### config.mk
export PLATFORM = sky130hd
export DESIGN_NAME = sdram_bist_flat
export DESIGN_NICKNAME = d
export VERILOG_FILES = /design/src/rtl/sdram_ctrl_if.sv /design/src/rtl/sdram_bist.sv /design/src/flat_wrapper.sv
export SDC_FILE = /design/constraint.sdc
export NUM_CORES = 1
export LEC_CHECK = 0
export BUFFER_PORTS_ARGS = -buffer_cell sky130_fd_sc_hd__buf_4
export CELL_PAD_IN_SITES_DETAIL_PLACEMENT = 1
export CELL_PAD_IN_SITES_GLOBAL_PLACEMENT = 1
export CORE_MARGIN = 10
export CORE_UTILIZATION = 42
export CTS_BUF_LIST = sky130_fd_sc_hd__clkbuf_16
export CTS_CLUSTER_SIZE = 20
export DETAILED_ROUTE_END_ITERATION = 8
export GPL_TIMING_DRIVEN = 1
export HOLD_SLACK_MARGIN = 0.08
export PLACE_DENSITY_LB_ADDON = 0.05
export SETUP_SLACK_MARGIN = 0.15
export SLEW_MARGIN = 20
export SYNTH_ARGS = -nofsm -noshare
export SYNTH_HDL_FRONTEND = slang
export SYNTH_SLANG_ARGS = --single-unit
export TNS_END_PERCENT = 30
### constraint.sdc
create_clock -name clk -period 3.9 [get_ports clk]
set_clock_uncertainty 0.2 [all_clocks]
set_input_delay 0.195 -clock clk [delete_from_list [all_inputs] [get_ports clk]]
set_output_delay 0.195 -clock clk [all_outputs]
set_load 0.01 [all_outputs]
### src/rtl/sdram_ctrl_if.sv
// sdram_ctrl_if: request/response port between a bus master and sdram_core.
//
// Signals:
//   addr       - byte address of the request
//   write_data - write payload
//   wr         - per-byte write enables; any set bit makes a write request
//   rd         - read request
//   rdy        - controller accepts the pending request at this edge
//   rvalid     - read_data carries the response to the last accepted read
//   read_data  - read response payload
//
// Modports: man (request master), sub (controller side).
interface sdram_ctrl_if #(
    parameter int ADDR_WIDTH = 32,
    parameter int DATA_WIDTH = 32
);
    logic [ADDR_WIDTH-1:0]   addr;
    logic [DATA_WIDTH-1:0]   write_data;
    logic [DATA_WIDTH/8-1:0] wr;
    logic                    rd;
    logic                    rdy;
    logic                    rvalid;
    logic [DATA_WIDTH-1:0]   read_data;

    modport man (
        output addr, write_data, wr, rd,
        input  rdy, rvalid, read_data
    );

    modport sub (
        input  addr, write_data, wr, rd,
        output rdy, rvalid, read_data
    );
endinterface

### src/rtl/sdram_bist.sv
// sdram_bist: built-in self-test master for sdram_core.
//
// On start, writes an address-derived pattern over a word-aligned range,
// reads it back, compares every word and reports the result.
//
// Ports:
//   clk, rst        - clock; synchronous active-high reset
//   start           - begin a test (only honoured while idle)
//   base_addr       - first byte address (forced to word alignment)
//   word_count      - number of words to test
//   pattern_sel     - 0: addr, 1: ~addr, 2: walking one, 3: addr ^ SEED
//   busy            - a test is running
//   done            - one-cycle completion pulse
//   pass            - test result, valid from done until the next start
//   err_count       - miscompares plus read timeouts (saturating)
//   first_err_addr  - address of the first failing word
//   first_err_data  - data read at the first failure (0 on timeout)
//   timeout         - sticky: some read never returned rvalid
//   ctrl            - controller request port (man side)
module sdram_bist #(
    parameter int          ADDR_WIDTH  = 32,
    parameter int          DATA_WIDTH  = 32,
    parameter int          COUNT_WIDTH = 16,
    parameter int          ERR_WIDTH   = 16,
    parameter logic [31:0] SEED        = 32'hA5A5_5A5A,
    parameter int          RD_TIMEOUT  = 64
) (
    input  logic                   clk,
    input  logic                   rst,
    input  logic                   start,
    input  logic [ADDR_WIDTH-1:0]  base_addr,
    input  logic [COUNT_WIDTH-1:0] word_count,
    input  logic [1:0]             pattern_sel,
    output logic                   busy,
    output logic                   done,
    output logic                   pass,
    output logic [ERR_WIDTH-1:0]   err_count,
    output logic [ADDR_WIDTH-1:0]  first_err_addr,
    output logic [DATA_WIDTH-1:0]  first_err_data,
    output logic                   timeout,
    sdram_ctrl_if.man              ctrl
);

    localparam int STRIDE    = DATA_WIDTH / 8;
    localparam int TMR_WIDTH = $clog2(RD_TIMEOUT + 1);

    localparam logic [ADDR_WIDTH-1:0] STEP       = ADDR_WIDTH'(STRIDE);
    localparam logic [ADDR_WIDTH-1:0] ALIGN_MASK = ~ADDR_WIDTH'(STRIDE - 1);
    localparam logic [DATA_WIDTH-1:0] SEED_W     = DATA_WIDTH'(SEED);
    localparam logic [DATA_WIDTH-1:0] WALK_INIT  = DATA_WIDTH'(1);
    localparam logic [TMR_WIDTH-1:0]  TMR_LAST   = TMR_WIDTH'(RD_TIMEOUT - 1);

    typedef enum logic [2:0] {
        S_IDLE,
        S_WR_REQ,
        S_WR_GAP,
        S_RD_REQ,
        S_RD_WAIT,
        S_DONE
    } state_t;

    // The walking-one pattern is carried in walk_q and rotated on every
    // index step, which avoids a modulo-DATA_WIDTH divider on the index.
    function automatic logic [DATA_WIDTH-1:0] pattern_of(
        input logic [ADDR_WIDTH-1:0] a,
        input logic [DATA_WIDTH-1:0] walk,
        input logic [1:0]            sel
    );
        logic [ADDR_WIDTH-1:0] na;
        na = ~a;
        case (sel)
            2'd0:    return DATA_WIDTH'(a);
            2'd1:    return DATA_WIDTH'(na);
            2'd2:    return walk;
            default: return DATA_WIDTH'(a) ^ SEED_W;
        endcase
    endfunction

    state_t                 state_q, state_d;
    logic [COUNT_WIDTH-1:0] idx_q,   idx_d;
    logic [COUNT_WIDTH-1:0] cnt_q,   cnt_d;
    logic [ADDR_WIDTH-1:0]  base_q,  base_d;
    logic [1:0]             pat_q,   pat_d;
    logic [DATA_WIDTH-1:0]  walk_q,  walk_d;
    logic [TMR_WIDTH-1:0]   timer_q, timer_d;

    logic [ADDR_WIDTH-1:0]   addr_q,  addr_d;
    logic [DATA_WIDTH-1:0]   wdata_q, wdata_d;
    logic [DATA_WIDTH/8-1:0] wr_q,    wr_d;
    logic                    rd_q,    rd_d;

    logic                   busy_q, busy_d;
    logic                   done_q, done_d;
    logic                   pass_q, pass_d;
    logic                   tmo_q,  tmo_d;
    logic [ERR_WIDTH-1:0]   err_q,  err_d;
    logic [ADDR_WIDTH-1:0]  fea_q,  fea_d;
    logic [DATA_WIDTH-1:0]  fed_q,  fed_d;

    logic                  is_last;
    logic [ADDR_WIDTH-1:0] addr_next;
    logic [DATA_WIDTH-1:0] walk_next;
    logic [DATA_WIDTH-1:0] expected;

    assign is_last   = (idx_q == cnt_q - COUNT_WIDTH'(1));
    assign addr_next = addr_q + STEP;
    assign walk_next = {walk_q[DATA_WIDTH-2:0], walk_q[DATA_WIDTH-1]};
    assign expected  = pattern_of(addr_q, walk_q, pat_q);

    always_comb begin
        // NOTE: every signal gets a default before the case so no path
        // leaves one unassigned, which would infer a latch.
        state_d = state_q;
        idx_d   = idx_q;
        cnt_d   = cnt_q;
        base_d  = base_q;
        pat_d   = pat_q;
        walk_d  = walk_q;
        timer_d = timer_q;
        addr_d  = addr_q;
        wdata_d = wdata_q;
        wr_d    = '0;
        rd_d    = 1'b0;
        busy_d  = busy_q;
        done_d  = 1'b0;
        pass_d  = pass_q;
        tmo_d   = tmo_q;
        err_d   = err_q;
        fea_d   = fea_q;
        fed_d   = fed_q;

        case (state_q)
            S_IDLE: begin
                if (start) begin
                    base_d  = base_addr & ALIGN_MASK;
                    cnt_d   = word_count;
                    pat_d   = pattern_sel;
                    idx_d   = '0;
                    walk_d  = WALK_INIT;
                    err_d   = '0;
                    fea_d   = '0;
                    fed_d   = '0;
                    tmo_d   = 1'b0;
                    pass_d  = 1'b0;
                    if (word_count == '0) begin
                        state_d = S_DONE;
                        done_d  = 1'b1;
                        pass_d  = 1'b1;
                    end else begin
                        state_d = S_WR_REQ;
                        busy_d  = 1'b1;
                        wr_d    = '1;
                        addr_d  = base_addr & ALIGN_MASK;
                        wdata_d = pattern_of(base_addr & ALIGN_MASK,
                                             WALK_INIT, pattern_sel);
                    end
                end
            end

            S_WR_REQ: begin
                if (ctrl.rdy) state_d = S_WR_GAP;
                else          wr_d    = '1;
            end

            S_WR_GAP: begin
                if (is_last) begin
                    // Write phase finished: restart the sequence for reads.
                    state_d = S_RD_REQ;
                    idx_d   = '0;
                    addr_d  = base_q;
                    walk_d  = WALK_INIT;
                    rd_d    = 1'b1;
                end else begin
                    state_d = S_WR_REQ;
                    idx_d   = idx_q + COUNT_WIDTH'(1);
                    addr_d  = addr_next;
                    walk_d  = walk_next;
                    wdata_d = pattern_of(addr_next, walk_next, pat_q);
                    wr_d    = '1;
                end
            end

            S_RD_REQ: begin
                if (ctrl.rdy) begin
                    state_d = S_RD_WAIT;
                    timer_d = '0;
                end else begin
                    rd_d = 1'b1;
                end
            end

            S_RD_WAIT: begin
                if (ctrl.rvalid || timer_q == TMR_LAST) begin
                    if (!ctrl.rvalid || ctrl.read_data != expected) begin
                        // err_q is still zero only until the first error.
                        if (err_q == '0) begin
                            fea_d = addr_q;
                            fed_d = ctrl.rvalid ? ctrl.read_data : '0;
                        end
                        if (err_q != '1) err_d = err_q + ERR_WIDTH'(1);
                        if (!ctrl.rvalid) tmo_d = 1'b1;
                    end
                    if (is_last) begin
                        state_d = S_DONE;
                        done_d  = 1'b1;
                        busy_d  = 1'b0;
                        pass_d  = (err_d == '0);
                    end else begin
                        state_d = S_RD_REQ;
                        idx_d   = idx_q + COUNT_WIDTH'(1);
                        addr_d  = addr_next;
                        walk_d  = walk_next;
                        rd_d    = 1'b1;
                    end
                end else begin
                    timer_d = timer_q + TMR_WIDTH'(1);
                end
            end

            S_DONE: begin
                state_d = S_IDLE;
            end

            default: begin
                state_d = S_IDLE;
                busy_d  = 1'b0;
            end
        endcase
    end

    always_ff @(posedge clk) begin
        // NOTE: state registers use non-blocking assignments so every flop
        // samples the pre-edge value of every other flop.
        if (rst) begin
            state_q <= S_IDLE;
            idx_q   <= '0;
            cnt_q   <= '0;
            base_q  <= '0;
            pat_q   <= '0;
            walk_q  <= WALK_INIT;
            timer_q <= '0;
            addr_q  <= '0;
            wdata_q <= '0;
            wr_q    <= '0;
            rd_q    <= 1'b0;
            busy_q  <= 1'b0;
            done_q  <= 1'b0;
            pass_q  <= 1'b0;
            tmo_q   <= 1'b0;
            err_q   <= '0;
            fea_q   <= '0;
            fed_q   <= '0;
        end else begin
            state_q <= state_d;
            idx_q   <= idx_d;
            cnt_q   <= cnt_d;
            base_q  <= base_d;
            pat_q   <= pat_d;
            walk_q  <= walk_d;
            timer_q <= timer_d;
            addr_q  <= addr_d;
            wdata_q <= wdata_d;
            wr_q    <= wr_d;
            rd_q    <= rd_d;
            busy_q  <= busy_d;
            done_q  <= done_d;
            pass_q  <= pass_d;
            tmo_q   <= tmo_d;
            err_q   <= err_d;
            fea_q   <= fea_d;
            fed_q   <= fed_d;
        end
    end

    assign ctrl.addr       = addr_q;
    assign ctrl.write_data = wdata_q;
    assign ctrl.wr         = wr_q;
    assign ctrl.rd         = rd_q;

    assign busy           = busy_q;
    assign done           = done_q;
    assign pass           = pass_q;
    assign timeout        = tmo_q;
    assign err_count      = err_q;
    assign first_err_addr = fea_q;
    assign first_err_data = fed_q;

endmodule

### src/flat_wrapper.sv
// flat-port wrapper written by rule: the top's interface ports become plain ports
module sdram_bist_flat 
#(
    parameter int          ADDR_WIDTH  = 32,
    parameter int          DATA_WIDTH  = 32,
    parameter int          COUNT_WIDTH = 16,
    parameter int          ERR_WIDTH   = 16,
    parameter logic [31:0] SEED        = 32'hA5A5_5A5A,
    parameter int          RD_TIMEOUT  = 64
)
  (clk, rst, start, base_addr, word_count, pattern_sel, busy, done, pass, err_count, first_err_addr, first_err_data, timeout, ctrl_addr, ctrl_write_data, ctrl_wr, ctrl_rd, ctrl_rdy, ctrl_rvalid, ctrl_read_data);
  sdram_ctrl_if #(.ADDR_WIDTH(ADDR_WIDTH), .DATA_WIDTH(DATA_WIDTH)) ctrl_i ();
  input  logic clk;
  input  logic rst;
  input  logic start;
  input  logic [ADDR_WIDTH-1:0] base_addr;
  input  logic [COUNT_WIDTH-1:0] word_count;
  input  logic [1:0] pattern_sel;
  output logic busy;
  output logic done;
  output logic pass;
  output logic [ERR_WIDTH-1:0] err_count;
  output logic [ADDR_WIDTH-1:0] first_err_addr;
  output logic [DATA_WIDTH-1:0] first_err_data;
  output logic timeout;
  output wire logic [$bits(ctrl_i.addr)-1:0] ctrl_addr;
  output wire logic [$bits(ctrl_i.write_data)-1:0] ctrl_write_data;
  output wire logic [$bits(ctrl_i.wr)-1:0] ctrl_wr;
  output wire logic [$bits(ctrl_i.rd)-1:0] ctrl_rd;
  input wire logic [$bits(ctrl_i.rdy)-1:0] ctrl_rdy;
  input wire logic [$bits(ctrl_i.rvalid)-1:0] ctrl_rvalid;
  input wire logic [$bits(ctrl_i.read_data)-1:0] ctrl_read_data;
  assign ctrl_addr = ctrl_i.addr;
  assign ctrl_write_data = ctrl_i.write_data;
  assign ctrl_wr = ctrl_i.wr;
  assign ctrl_rd = ctrl_i.rd;
  assign ctrl_i.rdy = ctrl_rdy;
  assign ctrl_i.rvalid = ctrl_rvalid;
  assign ctrl_i.read_data = ctrl_read_data;
  sdram_bist #(.ADDR_WIDTH(ADDR_WIDTH), .DATA_WIDTH(DATA_WIDTH), .COUNT_WIDTH(COUNT_WIDTH), .ERR_WIDTH(ERR_WIDTH), .SEED(SEED), .RD_TIMEOUT(RD_TIMEOUT)) u_core (.clk(clk), .rst(rst), .start(start), .base_addr(base_addr), .word_count(word_count), .pattern_sel(pattern_sel), .busy(busy), .done(done), .pass(pass), .err_count(err_count), .first_err_addr(first_err_addr), .first_err_data(first_err_data), .timeout(timeout), .ctrl(ctrl_i));
endmodule
==> summary.txt, run 1 <==
Timing
  – RSZ-0062 raised after global routing: no
  – Max-slew headroom: 0.349
  – Period utilisation layout: 0.922
  – Final hold vios: 0
  – Worst slew pin tran: 0.976 ns
  – # setup viols final: 0
  – Peak Freq: about 0.28 GHz
  – Min Tclk post-route: 3.60 ns
  – Pins Over Slew Limit: 0
  – Setup_tns: 0 ns

Worst setup path
  – Worst path cell trace: buf_4, mux2i_1, mux2i_1, nand4_1, nor4_1, and4_1, nand3_1, a211o_1, a2111o_1, o31ai_1
  – Crit Reg-Reg Startpoint: u_core.pat_q[1]
  – Slowest cell delay on critical path: ~0.54 ns
  – CP max stage cell: dfxtp_2
  – Reg-to-reg endpoint: u_core.pass
  – Crit path launch: u_core.pat_q[1]
  – Reg2Reg Depth: 10
  – Crit path capture: u_core.pass
  – CP Launch Type: flip-flop
  – Top cell by count, worst path: mux2i_1
  – Critical Path RT: about 4.2 ns
  – Reg-to-reg slack, setup: roughly 0.3 ns
  – Crit path capture type: flip-flop
  – Critical path fanouts, max: 14
  – Critical path class: reg -> reg
  – Critical path data arrival time: just under 4 ns

Synth
  – Synth top area share: 0.337
  – Post-synth EDFFs: 0
  – Post-synthesis cell count: between 1.5k and 2k
  – Post-synth top area cell: dfxtp_1
  – Yosys reg bits: 253
  – Yosys warns: 0
  – Post-synthesis sequential area ratio: 0.337
  – Synth top area cells: dfxtp_1 (34%), a21oi_1 (7.2%), nand2_1 (6.4%), mux2i_1 (5.6%), xnor2_1 (4.2%)
  – Count of cell types in the netlist: 80
  – Avg Inst Size Synth: about 7.7 um2
  – Ys flop type: dfxtp_1
  – FFs w/ async S/R, synth: 0
  – Mapped Area: roughly 15000 um2

Clocking
  – H-tree Lvls: 1
  – CTS tree: built
  – Register clock-pin slew on the reported worst setup and hold paths: 0.06 ns
  – CTS root buffer: clkbuf_16
  – Worst skew pair latency: about 0.60 ns
  – CTS buffer count: 31
  – Clk sink count: between 200 and 300
  – Clk buf depth: 3

Placement
  – I/O Buffers: 235
  – Post-DP HPWL: 45.4 mm
  – Dpl cells: ~2.5k
  – GPL Wtd Cong: between 0.9 and 1
  – Post-placement cell area: 17200 um2

Layout
  – Final Util: 0.547
  – Share of cells above drive strength 1: 0.184
  – Area delta synth->final: 29.0%
  – Final nets: ~2.3k
  – Final Instance Area: ~19000 um2
  – Finished Layout Cells: between 2k and 3k

Routing
  – DR DRC count: 0
  – Vias per cell: 6.03
  – ANT nets after route: 0
  – Post-DR wirelength/cell: about 24 um
  – DR iter-0 viols: between 1k and 1.5k
  – Final Routed Wirelength: 65.6 mm
  – Via Count: about 16k
  – First-pass DRT Iterations: 6

Global route
  – Met2 Use GR: 0.514
  – Met3 usage: 0.0350
  – Congestion Overflow GR: 0
  – Pin count of the biggest net entering global routing: around 150
  – GRT Overall Usage: 0.284
  – Initial antenna violation count: 3
  – First-pass GRT wire length: around 100 mm
  – Vias in the first global route: approximately 17k
  – Met1 usage: 0.332
  – Most used routing layer: met2

Power and ir drop
  – Worst vdd ir: 0.000378 V
  – Power per cell area: about 390 nW/um2
  – Leak: 7.42 nW
  – Pwr Total: around 7.5 mW

Status
  – Status: finished clean

Floorplanning
  – Boundary Pins: 240
  – Cell Rows: a little under 70
  – Core area: between 30000 and 40000 um2
  – DIE WIDTH: about 210 um
  – Die Area: 43800 um2
  – Die Span Y: approximately 210 um
  – Starting Density: 0.424

Job
  – Max-cap viol count: 0

Hold path
  – Hold/Removal Path Class: in -> reg
-- cells in the final DEF, fill, tap and decap left out, types with 12 or more instances in the layout --
master	instances
o21ai_0	48
xnor2_1	72
a211oi_1	21
mux2i_1	84
dfxtp_1	251
a31oi_1	25
a311oi_1	26
o211ai_1	57
nand3_1	85
inv_1	31
and3_1	23
nor3_1	45
dlygate4sd3_1	101
nand2_1	258
a22oi_1	14
nand4_1	51
or3_1	12
nand2b_1	76
a21oi_1	215
nor2_1	124
buf_4	301
clkbuf_16	31
nor4_1	21
xor2_1	40
-- metrics by stage --
stage / hold WS, ns / setup slack [ns]
4_1_cts: 0.219 / 0.140
3_5_place_dp: 0.247 / 0.163
5_1_grt: 0.252 / 0.113
2_1_floorplan: 0.131 / 0.503
3_3_place_gp: 0.242 / 0.240
6_report: 0.235 / 0.304
-- timing repair --
item	CTS	global route
hold buffers	101	0
gates resized for setup	1	10
hold endpoints to repair	155	0
setup endpoints to repair	30	162
pin swaps	0	1
setup buffers	0	1
-- critical path: cells and delay by family (launching register included) --
kind,cells,cell delay (ns)
mux,2,0.77
compound gates,3,0.90
simple gates,4,0.86
flops,1,0.54
buf+inv,1,0.22
-- sequential cells by signal (all words and copies together) (netlist names), 2 cells and up --
name	count
u_core.err_count	16
u_core.pat_q	2
u_core.ctrl.addr	30
u_core.timer_q	7
u_core.base_q	30
u_core.walk_q	32
u_core.first_err_addr	31
u_core.ctrl.write_data	32
u_core.first_err_data	32
u_core.cnt_q	16
u_core.state_q	3
u_core.idx_q	16
-- final cells by class --
type                    count  area (um2)
diodes                      3        7.51
clock buffers              31         776
clock inverters            27         293
fillers                  4317       16100
inverters                  30         113
multi-input cells        1487        9110
flip-flops and latches    253        5070
well taps                 461         577
repair buffers            413        3460
-- synth_stat cells, types with 11 or more instances --
| cell | instances |
|---|---|
| mux2i_1 | 84 |
| o31ai_1 | 11 |
| nor2_1 | 126 |
| or4_1 | 12 |
| clkbuf_1 | 135 |
| xor2_1 | 40 |
| buf_2 | 28 |
| and3_1 | 23 |
| nor2b_1 | 11 |
| inv_1 | 28 |
| nand3_1 | 85 |
| a31oi_1 | 25 |
| o21ai_0 | 49 |
| a311oi_1 | 27 |
| nand2b_1 | 76 |
| xnor2_1 | 72 |
| a22oi_1 | 14 |
| a211oi_1 | 21 |
| nor4_1 | 22 |
| buf_1 | 17 |
| a21oi_1 | 216 |
| or3_1 | 12 |
| mux2_2 | 11 |
| o211ai_1 | 57 |
| nand4_1 | 51 |
| nand2_1 | 258 |
| nor3_1 | 47 |
| dfxtp_1 | 253 |
-- cells by family after synthesis --
logic type | Yosys count | synth area share
buffers and inverters | 225 | 0.0637
other | 1 | 0.000249
xor gates and xnor gates | 112 | 0.0652
adders and majority gates | 9 | 0.00748
AOI/OAI and AO/OA | 503 | 0.212
muxes | 95 | 0.0641
and+or+nand+nor | 766 | 0.251
DFF | 253 | 0.337
-- worst min path at each step --
stage                          startpoint                          to  slack, ns  depth (start not counted)
2_1_floorplan               base_addr[24]           u_core.base_q[24]       0.13                          2
3_3_place_gp            u_core.base_q[29]           u_core.base_q[29]       0.24                          2
3_5_place_dp   u_core.ctrl.write_data[11]  u_core.ctrl.write_data[11]       0.25                          2
4_1_cts                     base_addr[24]           u_core.base_q[24]       0.22                          4
5_1_grt                     base_addr[26]           u_core.base_q[26]       0.25                          4
6_report                     base_addr[9]            u_core.base_q[9]       0.23                          4
-- power by group --
| group | switching, mW | internal, mW | leakage, nW |
|---|---|---|---|
| registers | 0.158 | 2.68 | 2.06 |
| clock network | 1.23 | 1.84 | 0.538 |
| logic | 0.927 | 0.663 | 4.83 |
-- layer usage --
metal / routed length, um / vias up
met2: 33700 / 474
met1: 26300 / 8137
met4: 2660 / 0
li1: - / 7543
met5: 0 / -
met3: 2930 / 154
(Power assumes the default switching activity.)
==> run 2: changes to the inputs <==
--- a/config.mk
+++ b/config.mk
@@ -5,7 +5,7 @@
 export SDC_FILE = /design/constraint.sdc
 export NUM_CORES = 1
 export LEC_CHECK = 0
-export BUFFER_PORTS_ARGS = -buffer_cell sky130_fd_sc_hd__buf_4
+export BUFFER_PORTS_ARGS = -buffer_cell sky130_fd_sc_hd__buf_2
 export CELL_PAD_IN_SITES_DETAIL_PLACEMENT = 1
 export CELL_PAD_IN_SITES_GLOBAL_PLACEMENT = 1
 export CORE_MARGIN = 10
@@ -14,7 +14,6 @@
 export CTS_CLUSTER_SIZE = 20
 export DETAILED_ROUTE_END_ITERATION = 8
 export GPL_TIMING_DRIVEN = 1
-export HOLD_SLACK_MARGIN = 0.08
 export PLACE_DENSITY_LB_ADDON = 0.05
 export SETUP_SLACK_MARGIN = 0.15
 export SLEW_MARGIN = 20
==> run 2 against run 1 <==
Net effect: cell area decreased by 2.1%; core utilization decreased by 1.1 points; first-iteration DRC count about the same; critical path type unchanged; critical endpoint unchanged; largest power group unchanged.
==> summary.txt, run 2 (synthesized netlist as in run 1, its figures left out) <==
Status
  – Status: finished clean (unchanged)

Timing
  – # setup viols final: 0 (unchanged)
  – RSZ-0062 raised after global routing: yes (was no)
  – Min Tclk post-route: 3.64 ns (was 3.60 ns)
  – Pins Over Slew Limit: 0 (unchanged)
  – Peak Freq: 0.275 GHz (was 0.278 GHz)
  – Max-slew headroom: 0.326 (was 0.349)
  – Period utilisation layout: 0.932 (was 0.922)
  – Worst slew pin tran: 1.01 ns (was 0.976 ns)
  – Worst Setup Slack, final: 0.265 ns (was 0.304 ns)
  – Final hold vios: 0 (unchanged)
  – Setup_tns: 0 ns (unchanged)

Power and ir drop
  – Leak: 7.47 nW (was 7.42 nW)
  – Power per cell area: 391 nW/um2 (was 387 nW/um2)
  – Worst vdd ir: 0.000413 V (was 0.000378 V)

Layout
  – Share of cells above drive strength 1: 0.181 (was 0.184)
  – FF+latch area: 5080 um2 (was 5070 um2)
  – Final nets: 2331 (was 2312)
  – Area delta synth->final: 26.3% (was 29.0%)
  – Final Util: 0.536 (was 0.547)
  – Footprint of the multi-input gates: 9110 um2 (about the same)
  – Filler cells: 4375 (was 4317)
  – Most common cell after layout, fill and taps aside: nand2_1 (was buf_4)
  – Commonest non-fill, non-tap cells in the layout: nand2_1 (258), dfxtp_1 (248), buf_2 (234), a21oi_1 (215), nor2_1 (125) (was buf_4 (301), nand2_1 (258), dfxtp_1 (251), a21oi_1 (215), nor2_1 (124))

Floorplanning
  – Starting Density: 0.424 (unchanged)
  – DIE WIDTH: 209 um (unchanged)
  – Cell Rows: 69 (unchanged)
  – Boundary Pins: 240 (unchanged)
  – Core area: 35500 um2 (unchanged)
  – Die Span Y: 209 um (unchanged)
  – Die Area: 43800 um2 (unchanged)

Worst setup path
  – Critical Path RT: 4.21 ns (was 4.20 ns)
  – Crit path capture type: flip-flop (unchanged)
  – Crit Reg-Reg Startpoint: u_core.ctrl.addr[22] (was u_core.pat_q[1])
  – Critical path data arrival time: 3.95 ns (was 3.89 ns)
  – Reg-to-reg endpoint: u_core.pass (unchanged)
  – CP Launch Type: flip-flop (unchanged)
  – Critical path fanouts, max: 7 (was 14)
  – Critical path class: reg -> reg (unchanged)
  – Reg2Reg Depth: 9 (was 10)
  – Reg-to-reg slack, setup: 0.26 ns (was 0.30 ns)

Global route
  – Vias in the first global route: 16.8k (was 16.7k)
  – GRT Overall Usage: 0.284 (about the same)
  – Pin count of the biggest net entering global routing: 107 (was 154)
  – Initial antenna violation count: 5 (was 3)
  – Congestion Overflow GR: 0 (unchanged)
  – First-pass GRT wire length: 100 mm (about the same)

Hold path
  – Min-delay src: base_addr[19] (was base_addr[9])
  – Worst Hold End: u_core.base_q[19] (was u_core.base_q[9])
  – Hold/Removal Path Class: in -> reg (unchanged)
  – Hold Path Cell Cnt: 4 (unchanged)

Placement
  – Pre-CTS setup slack: 0.132 ns (was 0.163 ns)
  – Post-DP HPWL: 44.9 mm (was 45.4 mm)
  – I/O Buffers: 235 (unchanged)
  – GPL Wtd Cong: 0.874 (was 0.909)

Clocking
  – CTS buffer count: 31 (unchanged)
  – Clk buf depth: 3 (unchanged)
  – H-tree Lvls: 1 (unchanged)
  – CTS root buffer: clkbuf_16 (unchanged)
  – Clk sink count: 253 (unchanged)
  – Register clock-pin slew on the reported worst setup and hold paths: 0.06 ns (about the same)
  – Worst skew pair latency: 0.62 ns (was 0.60 ns)
  – CTS tree: built (unchanged)

Job
  – Max-cap viol count: 0 (unchanged)

Routing
  – ANT nets after route: 0 (unchanged)
  – Vias per cell: 5.99 (was 6.03)
  – Post-DR wirelength/cell: 24.1 um (was 24.2 um)
  – First-pass DRT Iterations: 5 (was 6)
  – Via Count: 16.3k (about the same)
  – DR iter-0 viols: 1067 (was 1068)
  – Final Routed Wirelength: 65.7 mm (was 65.6 mm)
  – DR DRC count: 0 (unchanged)
## run 2: what timing repair did
| action | 4_1_cts | 5_1_grt |
|---|---|---|
| buffers inserted | 0 | 3 |
| pin swaps | 1 | 2 |
| hold endpoints to repair | 157 | 0 |
| gates resized for setup | 0 | 18 |
| gates cloned | 1 | 0 |
| hold buffers | 123 | 0 |
| endpoints found under the setup margin | 32 | 144 |
## run 2: per-stage QoR
step           cell area [um2]  total power, mW  cells  hold WS [ns]
2_1_floorplan            15100             3.73   1965         0.131
3_3_place_gp             16600             4.26   2536         0.241
3_5_place_dp             16600             4.29   2536         0.249
4_1_cts                  18900             7.42   2717         0.211
5_1_grt                  19000             7.70   2725         0.240
6_report                 19000             7.43   2725         0.219
## run 2: report_power, final
part           internal (mW)  switching (mW)  total [mW]
combinational          0.622           0.914        1.54
sequential              2.69           0.171        2.86
clock                   1.77            1.26        3.03
## run 2: area by class of cell
class	count	share of cell area
Clock inverter	26	0.0138
Timing Repair Buffer	431	0.162
Antenna cell	5	0.000658
Tap cell	461	0.0304
Sequential cell	253	0.267
Clock buffer	31	0.0408
Inverter	30	0.00606
Multi-Input combinational cell	1488	0.479
## run 2: worst max-delay path, stage by stage, from the launching register on
cell       delay, ns
dfxtp_1         0.67
mux2i_1         0.18
xnor2_1         0.21
a21bo_2         0.23
or4_1           0.55
or4_1           0.60
o21ai_1         0.35
or3_1           0.17
o2111ai_1       0.12
o31ai_1         0.27
## run 2: worst max path at each step
stage,start,endpoint,slack [ns],cells after the start
final,u_core.ctrl.addr[22],u_core.pass,0.26,9
after global routing,u_core.cnt_q[0],u_core.ctrl.addr[4],0.14,12
after CTS,u_core.pat_q[0],u_core.pass,0.12,10
after detailed placement,u_core.cnt_q[7],u_core.walk_q[4],0.13,9
after global placement,u_core.ctrl.addr[2],u_core.ctrl.write_data[28],0.28,10
after floorplan,u_core.cnt_q[0],u_core.walk_q[10],0.50,16
## run 2: per-layer routing
metal | global-route usage | wire (um)
met1 | 0.334 | 26900
met2 | 0.512 | 33500
met3 | 0.0330 | 2610
met4 | 0.118 | 2760
met5 | 0 | 0
